[config.mk]
export PLATFORM = sky130hd
export DESIGN_NAME = id_exe_stage_reg
export DESIGN_NICKNAME = d
export VERILOG_FILES = /design/src/rtl/id_exe_stage_reg_pkg.sv /design/src/rtl/id_exe_stage_reg_condition_check.sv /design/src/rtl/id_exe_stage_reg.sv
export SDC_FILE = /design/constraint.sdc
export NUM_CORES = 1
export LEC_CHECK = 0
export ABC_CLOCK_PERIOD_IN_PS = 4670
export CORE_UTILIZATION = 40
export CTS_CLUSTER_DIAMETER = 80
export CTS_CLUSTER_SIZE = 40
export DETAILED_ROUTE_END_ITERATION = 8
export HOLD_SLACK_MARGIN = 0.08
export PLACE_DENSITY = 0.8
export SLEW_MARGIN = 10
export SYNTH_ARGS = -nofsm -noshare
export SYNTH_HDL_FRONTEND = slang
export SYNTH_HIERARCHICAL = 1
export SYNTH_SLANG_ARGS = --single-unit
[constraint.sdc]
create_clock -name clk -period 4.67 [get_ports clk]
set_input_delay 1.1675 -clock clk [delete_from_list [all_inputs] [get_ports clk]]
set_output_delay 1.1675 -clock clk [all_outputs]
set_load 0.02 [all_outputs]
[src/rtl/id_exe_stage_reg_pkg.sv]
// Shared widths, condition codes, execute-command encodings and the
// control/data bundles carried through the ID->EXE register.
package id_exe_stage_reg_pkg;

    localparam int EXECUTE_COMMAND_LEN = 4;
    localparam int DATA_WIDTH          = 32;

    typedef enum logic [3:0] {
        COND_EQ = 4'b0000,
        COND_NE = 4'b0001,
        COND_CS = 4'b0010,
        COND_CC = 4'b0011,
        COND_MI = 4'b0100,
        COND_PL = 4'b0101,
        COND_VS = 4'b0110,
        COND_VC = 4'b0111,
        COND_HI = 4'b1000,
        COND_LS = 4'b1001,
        COND_GE = 4'b1010,
        COND_LT = 4'b1011,
        COND_GT = 4'b1100,
        COND_LE = 4'b1101,
        COND_AL = 4'b1110,
        COND_NV = 4'b1111
    } cond_e;

    localparam logic [EXECUTE_COMMAND_LEN-1:0] MOV_EXE = 4'b0001;
    localparam logic [EXECUTE_COMMAND_LEN-1:0] MVN_EXE = 4'b1001;
    localparam logic [EXECUTE_COMMAND_LEN-1:0] ADD_EXE = 4'b0010;
    localparam logic [EXECUTE_COMMAND_LEN-1:0] ADC_EXE = 4'b0011;
    localparam logic [EXECUTE_COMMAND_LEN-1:0] SUB_EXE = 4'b0100;
    localparam logic [EXECUTE_COMMAND_LEN-1:0] SBC_EXE = 4'b0101;
    localparam logic [EXECUTE_COMMAND_LEN-1:0] AND_EXE = 4'b0110;
    localparam logic [EXECUTE_COMMAND_LEN-1:0] ORR_EXE = 4'b0111;
    localparam logic [EXECUTE_COMMAND_LEN-1:0] EOR_EXE = 4'b1000;

    typedef struct packed {
        logic n;
        logic z;
        logic c;
        logic v;
    } flags_t;

    typedef struct packed {
        logic [EXECUTE_COMMAND_LEN-1:0] exe_cmd;
        logic                           mem_read;
        logic                           mem_write;
        logic                           wb_enable;
        logic                           branch_taken;
        logic                           status_write_enable;
    } ctrl_t;

    typedef struct packed {
        logic [DATA_WIDTH-1:0] pc;
        logic [DATA_WIDTH-1:0] val_rn;
        logic [DATA_WIDTH-1:0] val_rm;
        logic                  imm;
        logic [11:0]           shift_operand;
        logic [23:0]           signed_imm_24;
        logic [3:0]            dest;
        logic [3:0]            src1;
        logic [3:0]            src2;
    } data_t;

    localparam ctrl_t CTRL_BUBBLE = '0;
    localparam data_t DATA_CLEAR  = '0;

endpackage

[src/rtl/id_exe_stage_reg_condition_check.sv]
// Combinational ARM condition-field evaluation against {N,Z,C,V}.
module condition_check
    import id_exe_stage_reg_pkg::*;
(
    input  logic [3:0] cond,
    input  logic [3:0] flags,
    output logic       pass
);

    flags_t f;
    assign f = flags_t'(flags);

    always_comb begin
        pass = 1'b0;
        case (cond_e'(cond))
            COND_EQ: pass = f.z;
            COND_NE: pass = ~f.z;
            COND_CS: pass = f.c;
            COND_CC: pass = ~f.c;
            COND_MI: pass = f.n;
            COND_PL: pass = ~f.n;
            COND_VS: pass = f.v;
            COND_VC: pass = ~f.v;
            COND_HI: pass = f.c & ~f.z;
            COND_LS: pass = ~f.c | f.z;
            COND_GE: pass = (f.n == f.v);
            COND_LT: pass = (f.n != f.v);
            COND_GT: pass = ~f.z & (f.n == f.v);
            COND_LE: pass = f.z | (f.n != f.v);
            COND_AL: pass = 1'b1;
            COND_NV: pass = 1'b0;
            default: pass = 1'b0;
        endcase
    end

endmodule

[src/rtl/id_exe_stage_reg.sv]
// ID->EXE pipeline register: holds the status register, evaluates the
// condition field with a same-cycle flag bypass and launches instruction or bubble.
module id_exe_stage_reg
    import id_exe_stage_reg_pkg::*;
(
    input  logic                           clk,
    input  logic                           rst,
    input  logic                           freeze,
    input  logic                           flush,
    input  logic                           hazard,
    input  logic [EXECUTE_COMMAND_LEN-1:0] exe_cmd,
    input  logic                           mem_read,
    input  logic                           mem_write,
    input  logic                           wb_enable,
    input  logic                           branch_taken,
    input  logic                           status_write_enable,
    input  logic [3:0]                     cond,
    input  logic [DATA_WIDTH-1:0]          pc,
    input  logic [DATA_WIDTH-1:0]          val_rn,
    input  logic [DATA_WIDTH-1:0]          val_rm,
    input  logic                           imm,
    input  logic [11:0]                    shift_operand,
    input  logic [23:0]                    signed_imm_24,
    input  logic [3:0]                     dest,
    input  logic [3:0]                     src1,
    input  logic [3:0]                     src2,
    input  logic [3:0]                     status_in,
    input  logic                           status_update,
    output logic [EXECUTE_COMMAND_LEN-1:0] exe_cmd_out,
    output logic                           mem_read_out,
    output logic                           mem_write_out,
    output logic                           wb_enable_out,
    output logic                           branch_taken_out,
    output logic                           status_write_enable_out,
    output logic [DATA_WIDTH-1:0]          pc_out,
    output logic [DATA_WIDTH-1:0]          val_rn_out,
    output logic [DATA_WIDTH-1:0]          val_rm_out,
    output logic                           imm_out,
    output logic [11:0]                    shift_operand_out,
    output logic [23:0]                    signed_imm_24_out,
    output logic [3:0]                     dest_out,
    output logic [3:0]                     src1_out,
    output logic [3:0]                     src2_out,
    output logic [3:0]                     status,
    output logic                           cond_pass
);

    ctrl_t      ctrl_in;
    ctrl_t      ctrl_q;
    data_t      data_in;
    data_t      data_q;
    logic [3:0] status_q;
    logic [3:0] flags;

    assign ctrl_in = '{
        exe_cmd:             exe_cmd,
        mem_read:            mem_read,
        mem_write:           mem_write,
        wb_enable:           wb_enable,
        branch_taken:        branch_taken,
        status_write_enable: status_write_enable
    };

    assign data_in = '{
        pc:            pc,
        val_rn:        val_rn,
        val_rm:        val_rm,
        imm:           imm,
        shift_operand: shift_operand,
        signed_imm_24: signed_imm_24,
        dest:          dest,
        src1:          src1,
        src2:          src2
    };

    // The instruction in EXE may be writing flags this very cycle; evaluate against those.
    assign flags = status_update ? status_in : status_q;

    condition_check u_condition_check (
        .cond  (cond),
        .flags (flags),
        .pass  (cond_pass)
    );

    // Flag write belongs to the older EXE instruction, so only freeze may block it.
    always_ff @(posedge clk) begin
        if (rst) begin
            ctrl_q   <= CTRL_BUBBLE;
            data_q   <= DATA_CLEAR;
            status_q <= 4'b0000;
        end else if (!freeze) begin
            if (status_update) begin
                status_q <= status_in;
            end
            if (flush) begin
                ctrl_q <= CTRL_BUBBLE;
                data_q <= DATA_CLEAR;
            end else begin
                data_q <= data_in;
                ctrl_q <= (hazard || !cond_pass) ? CTRL_BUBBLE : ctrl_in;
            end
        end
    end

    assign exe_cmd_out             = ctrl_q.exe_cmd;
    assign mem_read_out            = ctrl_q.mem_read;
    assign mem_write_out           = ctrl_q.mem_write;
    assign wb_enable_out           = ctrl_q.wb_enable;
    assign branch_taken_out        = ctrl_q.branch_taken;
    assign status_write_enable_out = ctrl_q.status_write_enable;
    assign pc_out                  = data_q.pc;
    assign val_rn_out              = data_q.val_rn;
    assign val_rm_out              = data_q.val_rm;
    assign imm_out                 = data_q.imm;
    assign shift_operand_out       = data_q.shift_operand;
    assign signed_imm_24_out       = data_q.signed_imm_24;
    assign dest_out                = data_q.dest;
    assign src1_out                = data_q.src1;
    assign src2_out                = data_q.src2;
    assign status                  = status_q;

endmodule

==> impl_metrics.env, run 1 <==
export IMPL_async_flop_share=0
export IMPL_post_synthesis_cell_type_with_the_largest_combined_area="sky130_fd_sc_hd__dfxtp_1"
export IMPL_post_synth_instance_area_um2=6440
export IMPL_critical_path_startpoint_type="input port"
export IMPL_finalClockSkew_ns=0.00442
export IMPL_slowest_stage="sky130_fd_sc_hd__clkdlybuf4s50_1"
export IMPL_grt_max_degree=174
export IMPL_insertion_delay_ns=0.42
export IMPL_setup_worst_path_class="in2out"
export IMPL_crit_reg2reg_capture="exe_cmd_out[2]"
export IMPL_met2_usage=0.361
export IMPL_critPathCaptureType="output pin"
export IMPL_final_layout_size_suffix_gt1_frac=0.166
export IMPL_synthTopCellsByArea="sky130_fd_sc_hd__dfxtp_1 49%, sky130_fd_sc_hd__or3b_2 16%, sky130_fd_sc_hd__a21oi_1 12%"
export IMPL_rsz0062_at_grt="no"
export IMPL_ys_dominant_reg_cell="sky130_fd_sc_hd__dfxtp_1"
export IMPL_number_of_standard_cell_rows_in_the_floorplan=46
export IMPL_worst_path_buf_inv=2
export IMPL_drt_pre_antenna_iters=4
export IMPL_cts_tree="done"
export IMPL_synth_ff_latch_count=158
export IMPL_slew_viol_final=0
export IMPL_number_of_endpoints_with_negative_hold_slack_in_the_final_report=0
export IMPL_worstSetupStartpoint="status_update"
export IMPL_fin_hold_ws_ns=0.457
export IMPL_cts_root_buffer="sky130_fd_sc_hd__clkbuf_16"
export IMPL_worstMarginPinSlew_ns=1.05
export IMPL_vdd_drop_max_v=0.000221
export IMPL_crit_chain="clkdlybuf4s50_1 -> mux2_2 -> xor2_1 -> xor2_1 -> a2111oi_1 -> a311oi_1 -> o22ai_1 -> clkbuf_2"
export IMPL_cp_required_ns=3.50
export IMPL_dpl_cell_count=1201
export IMPL_dp_hpwl_um=12700
export IMPL_clock_sinks=158
export IMPL_global_route_wire_length_before_repair_um=27800
export IMPL_clk_pin_slew_ns=0.06
export IMPL_dp_worst_setup_slack_ns=-0.200
export IMPL_synth_seq_area_share=0.491
export IMPL_final_period_utilization=0.951
export IMPL_antenna_found_initial=0
export IMPL_synth_enable_flop_cells=0
export IMPL_die_area_um2=16600
export IMPL_cts_inserted_buffers=17
export IMPL_slowest_delay_ns=0.53
export IMPL_grt_pass1_vias=5430
export IMPL_worst_ep_arrival_time_ns=3.27
export IMPL_finalWorstPathRequiredPeriod_ns=4.44
export IMPL_detail_route_vias_per_cell=4.87
export IMPL_cts_root_to_sink_buffers=2
export IMPL_leakage_power_summed_over_all_cells_nw=3.64
export IMPL_finalCoreUtilization=0.657
export IMPL_drt_first_iter_violations=197
export IMPL_area_growth_from_synthesis_to_final_layout_pct=60.9
export IMPL_critical_path_endpoint="cond_pass"
export IMPL_power_density_nw_per_um2=325
export IMPL_fp_dieW_um=129
export IMPL_yosys_cell_types_count=31
export IMPL_io_pin_count=327
export IMPL_critical_path_top_delay_family="buffers and inverters"
export IMPL_setup_viol_count_final=0
export IMPL_detail_route_drc_violations=0
export IMPL_fmax_mhz=225
export IMPL_slew_headroom=0.301
export IMPL_final_critical_path_setup_slack_ns=0.228
export IMPL_postSynthAreaPerCell_um2=8.98
export IMPL_hold_crit_path_type="reg2reg"
export IMPL_synth_net_count=885
export IMPL_place_gp_congestion=0.789
export IMPL_post_synth_inst_count=717
export IMPL_route_final_wire_length_um=18900
export IMPL_hold_buffers=0
export IMPL_grt_most_used_layer="met2"
export IMPL_diodes=0
export IMPL_wl_per_cell_um=15.3
export IMPL_crit_reg2reg_launch="status[3]"
export IMPL_highest_fanout_seen_on_the_critical_path=4
export IMPL_synth_warnings=6
export IMPL_outcome="finished clean"
export IMPL_grt_overflow_total=0
export IMPL_cap_viol_max_count=0
export IMPL_core_area_um2=15800
export IMPL_globalRouteMet1Util=0.233
export IMPL_r2r_slack_ns=2.23
export IMPL_track_usage=0.216
export IMPL_initial_core_util=0.408
export IMPL_synth_top_area_frac=0.491
export IMPL_detailroute_via_count=6003
export IMPL_route_antenna_remaining_nets=0
export IMPL_timing_hold_worst_path_depth=2
export IMPL_worstSetupPathDepth=8
export IMPL_final_area_um2=10400
export IMPL_detailed_place_area_um2=9750
export IMPL_r2r_cells=8
export IMPL_num_nets_final=1172
export IMPL_ctsHtreeMaxLevel=4
export IMPL_cell_type_with_the_highest_occurrence_count_on_the_critical_path="sky130_fd_sc_hd__xor2_1"
export IMPL_buffers_on_ports=326
export IMPL_use_met3=0.101
export IMPL_die_h_um=129
export IMPL_post_layout_nonfiller_instances=1233
## worst min-delay path, stage by stage (launching register included)
cell and delay (ns):
sky130_fd_sc_hd__dfxtp_1 0.31, sky130_fd_sc_hd__nand2_1 0.06, sky130_fd_sc_hd__a21oi_1 0.05
## stage by stage
| step | power [W] | setup TNS [ns] |
|---|---|---|
| finish | 0.00337 | 0 |
| global placement | 0.00197 | -0.165 |
| detailed placement | 0.00197 | -0.200 |
| floorplan | 0.00170 | 0 |
| global route | 0.00350 | 0 |
| CTS | 0.00341 | 0 |
## power by group
part | internal (W) | total, W | switching, W
clock network | 0.000873 | 0.00143 | 0.000554
registers | 0.00140 | 0.00143 | 0.0000256
logic | 0.000293 | 0.000517 | 0.000224
## state kept, by name, indices dropped and copies added, names as in the netlist, 4 cells and up
signal             flops
shift_operand_out     12
src1_out               4
dest_out               4
status                 4
signed_imm_24_out     24
val_rm_out            32
src2_out               4
pc_out                32
val_rn_out            32
exe_cmd_out            4
## kinds of logic (layout without fill, tap and decap cells)
family                    after synthesis  count (layout)  share of synthesized area
and+or+nand+nor                       311             311                      0.303
AOI/OAI and AO/OA                     167             167                      0.142
DFF                                   158             158                      0.491
buffers and inverters                  72             372                     0.0492
muxes                                   5               5                    0.00855
xor gates and xnor gates                4               4                    0.00544
## cells in the mapped netlist (2+ instances only)
master,number
sky130_fd_sc_hd__or3b_2,116
sky130_fd_sc_hd__inv_1,2
sky130_fd_sc_hd__xor2_1,3
sky130_fd_sc_hd__or3b_1,29
sky130_fd_sc_hd__nand2_1,145
sky130_fd_sc_hd__buf_4,2
sky130_fd_sc_hd__mux2_2,4
sky130_fd_sc_hd__a21oi_1,148
sky130_fd_sc_hd__clkbuf_2,4
sky130_fd_sc_hd__nand2b_1,14
sky130_fd_sc_hd__clkbuf_1,46
sky130_fd_sc_hd__buf_1,6
sky130_fd_sc_hd__dfxtp_1,158
sky130_fd_sc_hd__buf_6,3
sky130_fd_sc_hd__nor2b_1,2
sky130_fd_sc_hd__buf_2,9
sky130_fd_sc_hd__nor2_1,2
sky130_fd_sc_hd__o2bb2ai_1,8
sky130_fd_sc_hd__o211a_1,4
## layout make-up
class,instances,area [um2]
fillers,1314,5410
repair buffers,338,3340
flip-flops and latches,158,3160
multi-input cells,487,2960
clock buffers,20,457
well taps,216,270
clock inverters,12,160
inverters,2,7.51
## routing by layer
metal  up-vias  routed length (um)
li1       3027                   -
met2       233                8870
met5         -                   0
met3        33                2090
met1      2710                7450
met4         0                 502
## cell usage in the layout (no fill, tap or decap)
| master | instances |
|---|---|
| sky130_fd_sc_hd__inv_6 | 1 |
| sky130_fd_sc_hd__clkbuf_8 | 2 |
| sky130_fd_sc_hd__o211a_1 | 4 |
| sky130_fd_sc_hd__clkinvlp_4 | 1 |
| sky130_fd_sc_hd__or3b_2 | 116 |
| sky130_fd_sc_hd__or3b_1 | 29 |
| sky130_fd_sc_hd__o22ai_1 | 1 |
| sky130_fd_sc_hd__nand2b_1 | 14 |
| sky130_fd_sc_hd__a2111oi_1 | 1 |
| sky130_fd_sc_hd__or4b_4 | 1 |
| sky130_fd_sc_hd__nor2_1 | 2 |
| sky130_fd_sc_hd__clkbuf_16 | 17 |
| sky130_fd_sc_hd__a2bb2o_4 | 1 |
| sky130_fd_sc_hd__nor3_1 | 1 |
| sky130_fd_sc_hd__xnor2_1 | 1 |
| sky130_fd_sc_hd__o22a_1 | 1 |
| sky130_fd_sc_hd__buf_4 | 14 |
| sky130_fd_sc_hd__mux2_2 | 4 |
| sky130_fd_sc_hd__nor4b_1 | 1 |
| sky130_fd_sc_hd__o2bb2ai_1 | 8 |
| sky130_fd_sc_hd__o21ai_0 | 1 |
| sky130_fd_sc_hd__nand2_1 | 145 |
| sky130_fd_sc_hd__clkdlybuf4s50_1 | 322 |
| sky130_fd_sc_hd__dfxtp_1 | 158 |
| sky130_fd_sc_hd__mux2i_1 | 1 |
| sky130_fd_sc_hd__clkinv_2 | 2 |
| sky130_fd_sc_hd__a311oi_1 | 1 |
| sky130_fd_sc_hd__clkbuf_2 | 1 |
| sky130_fd_sc_hd__inv_1 | 2 |
| sky130_fd_sc_hd__a211oi_1 | 1 |
| sky130_fd_sc_hd__bufinv_16 | 3 |
| sky130_fd_sc_hd__xor2_1 | 3 |
| sky130_fd_sc_hd__nor2b_1 | 2 |
| sky130_fd_sc_hd__a21oi_1 | 148 |
| sky130_fd_sc_hd__clkbuf_1 | 1 |
| sky130_fd_sc_hd__buf_6 | 1 |
| sky130_fd_sc_hd__clkinv_4 | 5 |
## timing repair
| action | CTS | global route |
|---|---|---|
| gates resized for setup | 1 | 2 |
| gates cloned | 0 | 0 |
| buffers inserted | 0 | 0 |
| endpoints found under the setup margin | 1 | 1 |
## worst min path at each step
stage / from / end / slack, ns
after floorplan: pc_out[28] / pc_out[28] / 0.53
after global placement: pc_out[28] / pc_out[28] / 0.44
after detailed placement: wb_enable_out / wb_enable_out / 0.45
after CTS: signed_imm_24_out[3] / signed_imm_24_out[3] / 0.46
after global routing: val_rn_out[23] / val_rn_out[23] / 0.47
final: signed_imm_24_out[3] / signed_imm_24_out[3] / 0.46
(Power assumes the default switching activity.)
==> run 2, diff against run 1 <==
- RECOVER_POWER: default -> 25
==> impl_metrics.env, run 2 (synthesis results as in run 1) <==
export IMPL_diodes=0
export IMPL_layout_cells_most_common="sky130_fd_sc_hd__clkdlybuf4s50_1"
export IMPL_dp_hpwl_um=12700
export IMPL_highest_fanout_seen_on_the_critical_path=4
export IMPL_clock_sinks=158
export IMPL_route_antenna_remaining_nets=0
export IMPL_drt_first_iter_violations=197
export IMPL_grt_overflow_total=0
export IMPL_fmax_mhz=225
export IMPL_detail_route_vias_per_cell=4.87
export IMPL_detail_route_drc_violations=0
export IMPL_hold_crit_path_type="reg2reg"
export IMPL_finalWorstPathRequiredPeriod_ns=4.44
export IMPL_fp_dieW_um=129
export IMPL_hold_end="signed_imm_24_out[3]"
export IMPL_num_nets_final=1172
export IMPL_core_area_um2=15800
export IMPL_place_gp_congestion=0.789
export IMPL_violations="capacitance limit, slew limit"
export IMPL_power_density_nw_per_um2=326
export IMPL_power_frac_clock=0.423
export IMPL_internal_power_w=0.00257
export IMPL_antenna_found_initial=0
export IMPL_die_h_um=129
export IMPL_r2r_cells=8
export IMPL_detailroute_via_count=6003
export IMPL_ctsHtreeMaxLevel=4
export IMPL_cts_inserted_buffers=17
export IMPL_finalClockSkew_ns=0.00442
export IMPL_switching_share=0.238
export IMPL_finalCoreUtilization=0.656
export IMPL_worst_ep_arrival_time_ns=3.28
export IMPL_fin_hold_ws_ns=0.457
export IMPL_slew_headroom=-0.877
export IMPL_post_cts_buffers=0
export IMPL_vdd_drop_max_v=0.000221
export IMPL_cts_root_buffer="sky130_fd_sc_hd__clkbuf_16"
export IMPL_final_setup_tns_ns=0
export IMPL_leakage_power_summed_over_all_cells_nw=3.64
export IMPL_clk_pin_slew_ns=0.06
export IMPL_initial_core_util=0.408
export IMPL_pwr_share_seq=0.423
export IMPL_grt_max_degree=174
export IMPL_number_of_endpoints_with_negative_hold_slack_in_the_final_report=0
export IMPL_area_growth_from_synthesis_to_final_layout_pct=60.8
export IMPL_hold_start="signed_imm_24_out[3]"
export IMPL_final_cell_mix="322 x sky130_fd_sc_hd__clkdlybuf4s50_1, 158 x sky130_fd_sc_hd__dfxtp_1, 148 x sky130_fd_sc_hd__a21oi_1"
export IMPL_io_pin_count=327
export IMPL_post_layout_nonfiller_instances=1233
export IMPL_grt_pass1_vias=5430
export IMPL_die_area_um2=16600
export IMPL_slew_viol_final=174
export IMPL_cap_viol_max_count=1
export IMPL_final_period_utilization=0.951
export IMPL_cts_root_to_sink_buffers=2
export IMPL_rsz0062_at_grt="no"
export IMPL_combinationalPowerShare=0.154
export IMPL_track_usage=0.216
export IMPL_setup_worst_path_class="in2out"
export IMPL_insertion_delay_ns=0.42
export IMPL_critical_path_startpoint_type="input port"
export IMPL_worstMarginPinSlew_ns=2.82
export IMPL_route_final_wire_length_um=18900
export IMPL_number_of_standard_cell_rows_in_the_floorplan=46
export IMPL_setup_viol_count_final=0
export IMPL_cp_required_ns=3.50
export IMPL_dpl_cell_count=1201
export IMPL_crit_reg2reg_launch="status[3]"
export IMPL_outcome="finished, violations left"
export IMPL_buffers_on_ports=326
export IMPL_critPathCaptureType="output pin"
export IMPL_wl_per_cell_um=15.3
export IMPL_r2r_slack_ns=2.22
export IMPL_drt_pre_antenna_iters=4
export IMPL_crit_reg2reg_capture="exe_cmd_out[2]"
export IMPL_global_route_wire_length_before_repair_um=27800
export IMPL_cts_tree="done"
export IMPL_net_switching_power_w=0.000804
export IMPL_final_layout_size_suffix_gt1_frac=0.166
export IMPL_timing_hold_worst_path_depth=2
-- run 2: changes by cell type in the layout (fill, tap and decap cells not counted), sizes merged --
cell    before  now
clkbuf      21   22
buf         15   14
-- run 2: per-stage QoR --
step / setup slack (ns) / instance area, um2 / total power (W)
6_report: 0.227 / 10400 / 0.00337
5_1_grt: 0.0698 / 10400 / 0.00350
4_1_cts: 0.0771 / 10400 / 0.00341
3_5_place_dp: -0.200 / 9750 / 0.00197
3_3_place_gp: -0.165 / 9750 / 0.00197
2_1_floorplan: 0.844 / 6440 / 0.00170
-- run 2: what timing repair did --
item                       4_1_cts  5_1_grt
hold buffers                     0        0
setup endpoints to repair        1        1
gates resized for setup          1        2
-- run 2: how the worst max path moves through the flow --
| stage | start | endpoint | slack [ns] | cells past startpoint |
|---|---|---|---|---|
| 3_3_place_gp | status_update | cond_pass | -0.17 | 8 |
| 4_1_cts | status_update | cond_pass | 0.08 | 8 |
| 6_report | status_update | cond_pass | 0.23 | 8 |
| 5_1_grt | status_update | cond_pass | 0.07 | 8 |
| 2_1_floorplan | status_update | cond_pass | 0.84 | 6 |
| 3_5_place_dp | status_update | cond_pass | -0.20 | 8 |
-- run 2: power by group through the flow --
stage	registers [W]	clock network, W	logic (W)
2_1_floorplan	0.00152	0	0.000181
3_3_place_gp	0.00145	0	0.000516
3_5_place_dp	0.00145	0	0.000519
4_1_cts	0.00143	0.00146	0.000521
5_1_grt	0.00143	0.00152	0.000555
6_report	0.00143	0.00143	0.000518
-- run 2: layout make-up --
cell class,count,area [um2]
clock inverter,12,160
timing repair buffer,338,3340
sequential,158,3160
tap,216,270
clock buffer,20,457
fill,1313,5420
inverter,2,7.51
multi-input combinational,487,2960
-- run 2: layer usage --
layer  wire (um)  up-vias  global-route usage
met5           0        -                   0
met4         502        0               0.101
met3        2090       33               0.101
met2        8870      233               0.361
met1        7460     2710               0.233
li1            -     3027                   -
-- run 2: worst max-delay path: stages --
cell,delay (ns)
sky130_fd_sc_hd__clkdlybuf4s50_1,0.53
sky130_fd_sc_hd__mux2_2,0.37
sky130_fd_sc_hd__xor2_1,0.24
sky130_fd_sc_hd__xor2_1,0.11
sky130_fd_sc_hd__a2111oi_1,0.38
sky130_fd_sc_hd__a311oi_1,0.09
sky130_fd_sc_hd__o22ai_1,0.17
sky130_fd_sc_hd__clkbuf_2,0.20
